**config.mk**
```make
export PLATFORM = sky130hd
export DESIGN_NAME = mem_access_unit_flat
export DESIGN_NICKNAME = d
export VERILOG_FILES = /design/src/rtl/mem_access_unit_if.sv /design/src/rtl/mem_access_unit.sv /design/src/flat_wrapper.sv
export SDC_FILE = /design/constraint.sdc
export NUM_CORES = 1
export LEC_CHECK = 0
export CAP_MARGIN = 20
export CORE_ASPECT_RATIO = 0.6
export CORE_MARGIN = 2
export CORE_UTILIZATION = 40
export DETAILED_ROUTE_END_ITERATION = 10
export PLACE_DENSITY = 0.72
export SYNTH_ARGS = -nofsm -noshare
export SYNTH_HDL_FRONTEND = slang
export SYNTH_SLANG_ARGS = --single-unit
```
**constraint.sdc**
```tcl
create_clock -name clk -period 7.4 [get_ports clk]
set_input_delay 1.11 -clock clk [delete_from_list [all_inputs] [get_ports clk]]
set_output_delay 1.11 -clock clk [all_outputs]
set_load 0.005 [all_outputs]
```
**src/rtl/mem_access_unit_if.sv**
```systemverilog
// Avalon-style memory port between the access unit (master) and system RAM (slave).
interface mem_access_unit_if;
  logic [31:0] address;
  logic        read;
  logic        write;
  logic [3:0]  byteenable;
  logic [31:0] writedata;
  logic [31:0] readdata;
  logic        waitrequest;

  modport master (
    output address, read, write, byteenable, writedata,
    input  readdata, waitrequest
  );

  modport slave (
    input  address, read, write, byteenable, writedata,
    output readdata, waitrequest
  );
endinterface

```
**src/rtl/mem_access_unit.sv**
```systemverilog
// Load/store unit: turns one byte/half/word request into a single Avalon
// transaction, extends load data and flags misalignment, illegal ops and timeouts.
module mem_access_unit #(
  parameter logic [15:0] TIMEOUT_CYCLES = 16'd255
) (
  input  logic        clk,
  input  logic        reset,
  input  logic        start,
  input  logic [3:0]  op,
  input  logic [31:0] addr,
  input  logic [31:0] store_data,
  output logic        busy,
  output logic        done,
  output logic        err,
  output logic [31:0] load_data,
  mem_access_unit_if.master bus
);

  typedef enum logic [1:0] {S_IDLE, S_ACCESS, S_FAULT} state_t;

  state_t      state_q, state_d;
  logic [2:0]  op_q, op_d;
  logic [1:0]  lo_q, lo_d;
  logic [31:0] address_q, address_d;
  logic [31:0] wdata_q, wdata_d;
  logic [3:0]  be_q, be_d;
  logic        read_q, read_d;
  logic        write_q, write_d;
  logic        done_q, done_d;
  logic        err_q, err_d;
  logic [31:0] load_q, load_d;
  logic [15:0] cnt_q, cnt_d;

  function automatic logic op_legal(input logic [3:0] o);
    case (o)
      4'd0, 4'd1, 4'd2, 4'd4, 4'd5, 4'd8, 4'd9, 4'd10: op_legal = 1'b1;
      default:                                         op_legal = 1'b0;
    endcase
  endfunction

  function automatic logic misaligned(input logic [1:0] size, input logic [1:0] lo);
    case (size)
      2'b01:   misaligned = lo[0];
      2'b10:   misaligned = (lo != 2'b00);
      default: misaligned = 1'b0;
    endcase
  endfunction

  function automatic logic [3:0] lane_enables(input logic [1:0] size, input logic [1:0] lo);
    case (size)
      2'b00:   lane_enables = 4'b0001 << lo;
      2'b01:   lane_enables = lo[1] ? 4'b1100 : 4'b0011;
      default: lane_enables = 4'b1111;
    endcase
  endfunction

  function automatic logic [31:0] replicate(input logic [1:0] size, input logic [31:0] d);
    case (size)
      2'b00:   replicate = {4{d[7:0]}};
      2'b01:   replicate = {2{d[15:0]}};
      default: replicate = d;
    endcase
  endfunction

  // op bit 2 selects zero extension; bits 1:0 give the access size
  function automatic logic [31:0] extend(input logic [2:0] o, input logic [1:0] lo,
                                         input logic [31:0] rd);
    logic [7:0]  b;
    logic [15:0] h;
    case (lo)
      2'd0:    b = rd[7:0];
      2'd1:    b = rd[15:8];
      2'd2:    b = rd[23:16];
      default: b = rd[31:24];
    endcase
    h = lo[1] ? rd[31:16] : rd[15:0];
    case (o[1:0])
      2'b00:   extend = o[2] ? {24'd0, b} : {{24{b[7]}}, b};
      2'b01:   extend = o[2] ? {16'd0, h} : {{16{h[15]}}, h};
      default: extend = rd;
    endcase
  endfunction

  // State and registered outputs
  always_ff @(posedge clk or posedge reset) begin
    if (reset) begin
      state_q   <= S_IDLE;
      op_q      <= 3'd0;
      lo_q      <= 2'd0;
      address_q <= 32'd0;
      wdata_q   <= 32'd0;
      be_q      <= 4'd0;
      read_q    <= 1'b0;
      write_q   <= 1'b0;
      done_q    <= 1'b0;
      err_q     <= 1'b0;
      load_q    <= 32'd0;
      cnt_q     <= 16'd0;
    end else begin
      state_q   <= state_d;
      op_q      <= op_d;
      lo_q      <= lo_d;
      address_q <= address_d;
      wdata_q   <= wdata_d;
      be_q      <= be_d;
      read_q    <= read_d;
      write_q   <= write_d;
      done_q    <= done_d;
      err_q     <= err_d;
      load_q    <= load_d;
      cnt_q     <= cnt_d;
    end
  end

  // Next-state and bus field derivation
  always_comb begin
    state_d   = state_q;
    op_d      = op_q;
    lo_d      = lo_q;
    address_d = address_q;
    wdata_d   = wdata_q;
    be_d      = be_q;
    read_d    = read_q;
    write_d   = write_q;
    done_d    = 1'b0;
    err_d     = 1'b0;
    load_d    = load_q;
    cnt_d     = cnt_q;
    case (state_q)
      S_IDLE: begin
        if (start) begin
          if (op_legal(op) && !misaligned(op[1:0], addr[1:0])) begin
            state_d   = S_ACCESS;
            op_d      = op[2:0];
            lo_d      = addr[1:0];
            address_d = {addr[31:2], 2'b00};
            be_d      = lane_enables(op[1:0], addr[1:0]);
            wdata_d   = replicate(op[1:0], store_data);
            read_d    = ~op[3];
            write_d   = op[3];
            cnt_d     = 16'd0;
          end else begin
            // done is raised while FAULT is held so it lands one cycle after start
            state_d = S_FAULT;
            done_d  = 1'b1;
            err_d   = 1'b1;
          end
        end else begin
          state_d = S_IDLE;
        end
      end
      S_ACCESS: begin
        if (!bus.waitrequest) begin
          if (read_q) begin
            load_d = extend(op_q, lo_q, bus.readdata);
          end else begin
            load_d = load_q;
          end
          read_d  = 1'b0;
          write_d = 1'b0;
          done_d  = 1'b1;
          state_d = S_IDLE;
        end else begin
          cnt_d = cnt_q + 16'd1;
          if ((TIMEOUT_CYCLES != 16'd0) && (cnt_d == TIMEOUT_CYCLES)) begin
            read_d  = 1'b0;
            write_d = 1'b0;
            done_d  = 1'b1;
            err_d   = 1'b1;
            state_d = S_IDLE;
          end else begin
            state_d = S_ACCESS;
          end
        end
      end
      S_FAULT: begin
        state_d = S_IDLE;
      end
      default: begin
        state_d = S_IDLE;
        read_d  = 1'b0;
        write_d = 1'b0;
      end
    endcase
  end

  assign busy            = (state_q != S_IDLE);
  assign done            = done_q;
  assign err             = err_q;
  assign load_data       = load_q;
  assign bus.address     = address_q;
  assign bus.read        = read_q;
  assign bus.write       = write_q;
  assign bus.byteenable  = be_q;
  assign bus.writedata   = wdata_q;

endmodule

```
**src/flat_wrapper.sv**
```systemverilog
// flat-port wrapper written by rule: the top's interface ports become plain ports
module mem_access_unit_flat 
#(
  parameter logic [15:0] TIMEOUT_CYCLES = 16'd255
)
  (clk, reset, start, op, addr, store_data, busy, done, err, load_data, bus_address, bus_read, bus_write, bus_byteenable, bus_writedata, bus_readdata, bus_waitrequest);
  mem_access_unit_if bus_i ();
  input  logic clk;
  input  logic reset;
  input  logic start;
  input  logic [3:0] op;
  input  logic [31:0] addr;
  input  logic [31:0] store_data;
  output logic busy;
  output logic done;
  output logic err;
  output logic [31:0] load_data;
  output wire logic [$bits(bus_i.address)-1:0] bus_address;
  output wire logic [$bits(bus_i.read)-1:0] bus_read;
  output wire logic [$bits(bus_i.write)-1:0] bus_write;
  output wire logic [$bits(bus_i.byteenable)-1:0] bus_byteenable;
  output wire logic [$bits(bus_i.writedata)-1:0] bus_writedata;
  input wire logic [$bits(bus_i.readdata)-1:0] bus_readdata;
  input wire logic [$bits(bus_i.waitrequest)-1:0] bus_waitrequest;
  assign bus_address = bus_i.address;
  assign bus_read = bus_i.read;
  assign bus_write = bus_i.write;
  assign bus_byteenable = bus_i.byteenable;
  assign bus_writedata = bus_i.writedata;
  assign bus_i.readdata = bus_readdata;
  assign bus_i.waitrequest = bus_waitrequest;
  mem_access_unit #(.TIMEOUT_CYCLES(TIMEOUT_CYCLES)) u_core (.clk(clk), .reset(reset), .start(start), .op(op), .addr(addr), .store_data(store_data), .busy(busy), .done(done), .err(err), .load_data(load_data), .bus(bus_i));
endmodule
```
==> key figures <==
Run status
  • Outcome: completed

Synthesis
  • Synth area leader: dfrtp_1
  • Cells after Synth: between 500 and 600
  • Netlist cell types: 54
  • Post-synth ARST share: 1.00
  • Post-synth top area share: 0.517
  • Sequential share of the synthesized area: 0.517
  • Mapped Area: 6050 um^2
  • Most instantiated cells after synthesis: dfrtp_1 (125), nor2_1 (67), nand2_1 (55)
  • Number of flops mapped to enable cells by yosys: 0
  • Cell with the most instances after synthesis: dfrtp_1
  • Main synth FF type: dfrtp_1
  • Number of synthesized register bits: 125
  • Synthesized area per cell: approximately 10 um^2
  • Ranking of synthesized cells by area: dfrtp_1 (52%), mux2_2 (7.8%), a21oi_1 (4.4%)
  • Ys Warns: 0

Global routing
  • Largest net degree at the start of global routing: 87
  • Met1 usage: 0.321
  • Vias in the first global route: 5288
  • GRT met3 Usage: 0.0872
  • All-Layer GR Usage: 0.227
  • GRT overflow: 0
  • Initial antenna violation count: 0
  • Busiest grt layer: met2
  • GRT met2 Usage: 0.328
  • First-pass GRT wire length: 28500 um

Detailed routing
  • Via density: 5.42
  • First-pass iteration count of the detailed router: 5
  • Initial DRC count: 378
  • DR WL/cell: 18.2 um
  • Post-route ant nets: 0
  • DRC violations left: 0
  • Via Count: 5408
  • Routed WL: around 18000 um

Layout
  • Share of layout cells above drive strength 1: 0.113
  • Fin cells: approximately 1000
  • Final net count: roughly 900
  • Synth-to-Final Area Change: 46.6%
  • Diodes inserted: 0

Pwr
  • Leak Pwr: between 3 and 4 nW
  • Internal: 2.09 mW
  • Sw Ratio: 0.293
  • Clock network fraction of total power: 0.297
  • Sequential Power Share: 0.366
  • VDD IR-drop max: around 0.16 mV
  • Gate power share: 0.337
  • Switch Pwr: 0.870 mW
  • Pwr Density: ~330 nW/um^2

STA
  • Fin crit period: 4330 ps
  • Tcrit/Tclk final: 0.585
  • Final Hold Vio Count: 0
  • Total Neg Setup Slack: 0 ps
  • Final setup viols: 0
  • RSZ-0062 raised after global routing: no
  • Slew @ Worst Pin: slightly below 1000 ps
  • Slew Limit Fails: 0
  • Fin Clk Skew: 11.5 ps
  • Slew headroom: 0.355
  • F_max: 231 MHz

Die
  • Starting Density: 0.413
  • I/O Pins: 209
  • Row cnt: 34
  • Total core area: 14600 um^2
  • Die area: 16100 um^2
  • Die H: 99.2 um
  • Die width: roughly 160 um

Setup path
  • CP dominant cell by count: buf_4
  • Family with the most delay on the worst path: buffers and inverters
  • Crit-path slowest cell: clkdlybuf4s50_1
  • Worst Path Required: 7690 ps
  • R2R Setup Slk: 4860 ps
  • CP peak stage delay: 950 ps
  • Crit path buf inv count: 4
  • R2r endpoint: u_core.load_data[31]$_DFFE_PP0P_
  • Worst-path fanout max: 86
  • Worst setup endpoint: u_core.bus.address[19]$_DFFE_PP0P_
  • Worst setup startpoint: op[1]
  • CP Class: in -> reg
  • Worst setup EP type: flop
  • Critical Path AT: 4620 ps
  • Worst R2R Path Depth: 4
  • R2r startpoint: u_core.state_q[1]$_DFF_PP0_
  • CP Depth: 9
  • Crit path cell chain: clkdlybuf4s50_1, inv_1, ha_1, nand2_1, a21boi_1, nor4_4, buf_4, buf_4, mux2_2
  • Worst Setup Start Kind: input port

Clocking
  • Clock root cell: clkbuf_16
  • Cts repair resizes: 0
  • # H-tree levels: 4
  • Clock Pin Slew Worst Setup and Hold Paths: 60 ps
  • Skew-Pair Late Insertion Delay: 410 ps
  • Post-CTS setup buffers: 0
  • Post-CTS Hold Buffers: 0
  • Clk sinks: 125
  • Cts bufs inserted: 17
  • Longest Clk Path Bufs: 2
  • CTS tree: built

Placed design
  • Routability cong.: 0.868
  • Hpwl dp: between 10000 and 15000 um
  • Buffers on Ports: 206
  • Placed cell count: 965

Min path
  • Min-delay worst type: reg -> reg

Run
  • Max-cap violation count: 0
-- cell type report --
| class | instances | area (um^2) |
|---|---|---|
| clock buffers | 18 | 429 |
| clock inverters | 13 | 190 |
| fillers | 1193 | 5770 |
| inverters | 18 | 70.1 |
| multi-input cells | 413 | 2670 |
| flip-flops and latches | 125 | 3130 |
| well taps | 198 | 248 |
| repair buffers | 212 | 2130 |
-- per-stage QoR --
step | total power, mW | instance area (um^2) | worst slack, ps | hold slack [ps] | util
after floorplan | 1.45 | 6050 | 2960 | 473 | -
after global placement | 2.06 | 8220 | 2820 | 467 | 0.562
after detailed placement | 2.09 | 8220 | 2690 | 473 | 0.562
after CTS | 2.98 | 8840 | 3130 | 487 | 0.604
after global routing | 3.12 | 8870 | 2880 | 509 | 0.606
final | 2.96 | 8870 | 3070 | 485 | 0.606
-- worst reg2reg max path: stages (launching register included) --
cell and delay, ps:
dfrtp_1 420, and2b_1 280, nand3b_1 670, nor2_2 870, a21oi_1 160
-- cells in the final DEF, fill, tap and decap left out, types with 7 or more instances in the layout --
cell             count
clkdlybuf4s50_1    206
dfrtp_1            125
nor2_1              67
nand2_1             55
a21oi_1             53
mux2_2              42
o21ai_0             32
a22oi_1             23
inv_1               17
clkbuf_16           17
mux2i_1             13
a31oi_1             13
o22ai_1             13
nor2b_1              8
nand3_1              7
-- power by group through the flow --
stage	registers, mW	clock network, mW	logic, mW
global placement	1.08	0	0.975
floorplan	1.07	0	0.380
finish	1.09	0.881	0.997
detailed placement	1.09	0	0.998
CTS	1.09	0.893	1.00
global route	1.12	0.925	1.08
-- logic make-up after synthesis --
family,after synthesis,share of synthesized area
AO/OA/AOI/OAI,164,0.166
XOR/XNOR,7,0.0101
adder cells (fa/ha/maj),6,0.0124
buffers and inverters,57,0.0410
flip-flops,125,0.517
multiplexers,56,0.103
other,1,0.000620
AND/OR/NAND/NOR,178,0.149
-- state kept, by name, indices dropped and copies added, names as in the netlist --
name and count:
u_core.cnt_q 16, u_core.bus.read 1, u_core.done 1, u_core.load_data 32, u_core.state_q 2, u_core.bus.writedata 32
u_core.bus.write 1, u_core.err 1, u_core.bus.byteenable 4, u_core.lo_q 2, u_core.bus.address 30, u_core.op_q 3
-- per-layer routing --
metal  up-vias  share of wire
li1       2502              -
met5         -              0
met2       238           0.44
met4         0          0.010
met1      2655           0.45
met3        13           0.11
-- how the worst min path moves through the flow --
stage	cells past startpoint	slack (ps)	endpoint	start
2_1_floorplan	2	470	u_core.load_data[0]$_DFFE_PP0P_	u_core.load_data[0]$_DFFE_PP0P_
5_1_grt	2	510	u_core.load_data[2]$_DFFE_PP0P_	u_core.load_data[2]$_DFFE_PP0P_
4_1_cts	2	490	u_core.load_data[2]$_DFFE_PP0P_	u_core.load_data[2]$_DFFE_PP0P_
6_report	2	480	u_core.load_data[2]$_DFFE_PP0P_	u_core.load_data[2]$_DFFE_PP0P_
3_3_place_gp	2	470	u_core.load_data[5]$_DFFE_PP0P_	u_core.load_data[5]$_DFFE_PP0P_
3_5_place_dp	2	470	u_core.load_data[2]$_DFFE_PP0P_	u_core.load_data[2]$_DFFE_PP0P_
(Power assumes the default switching activity.)
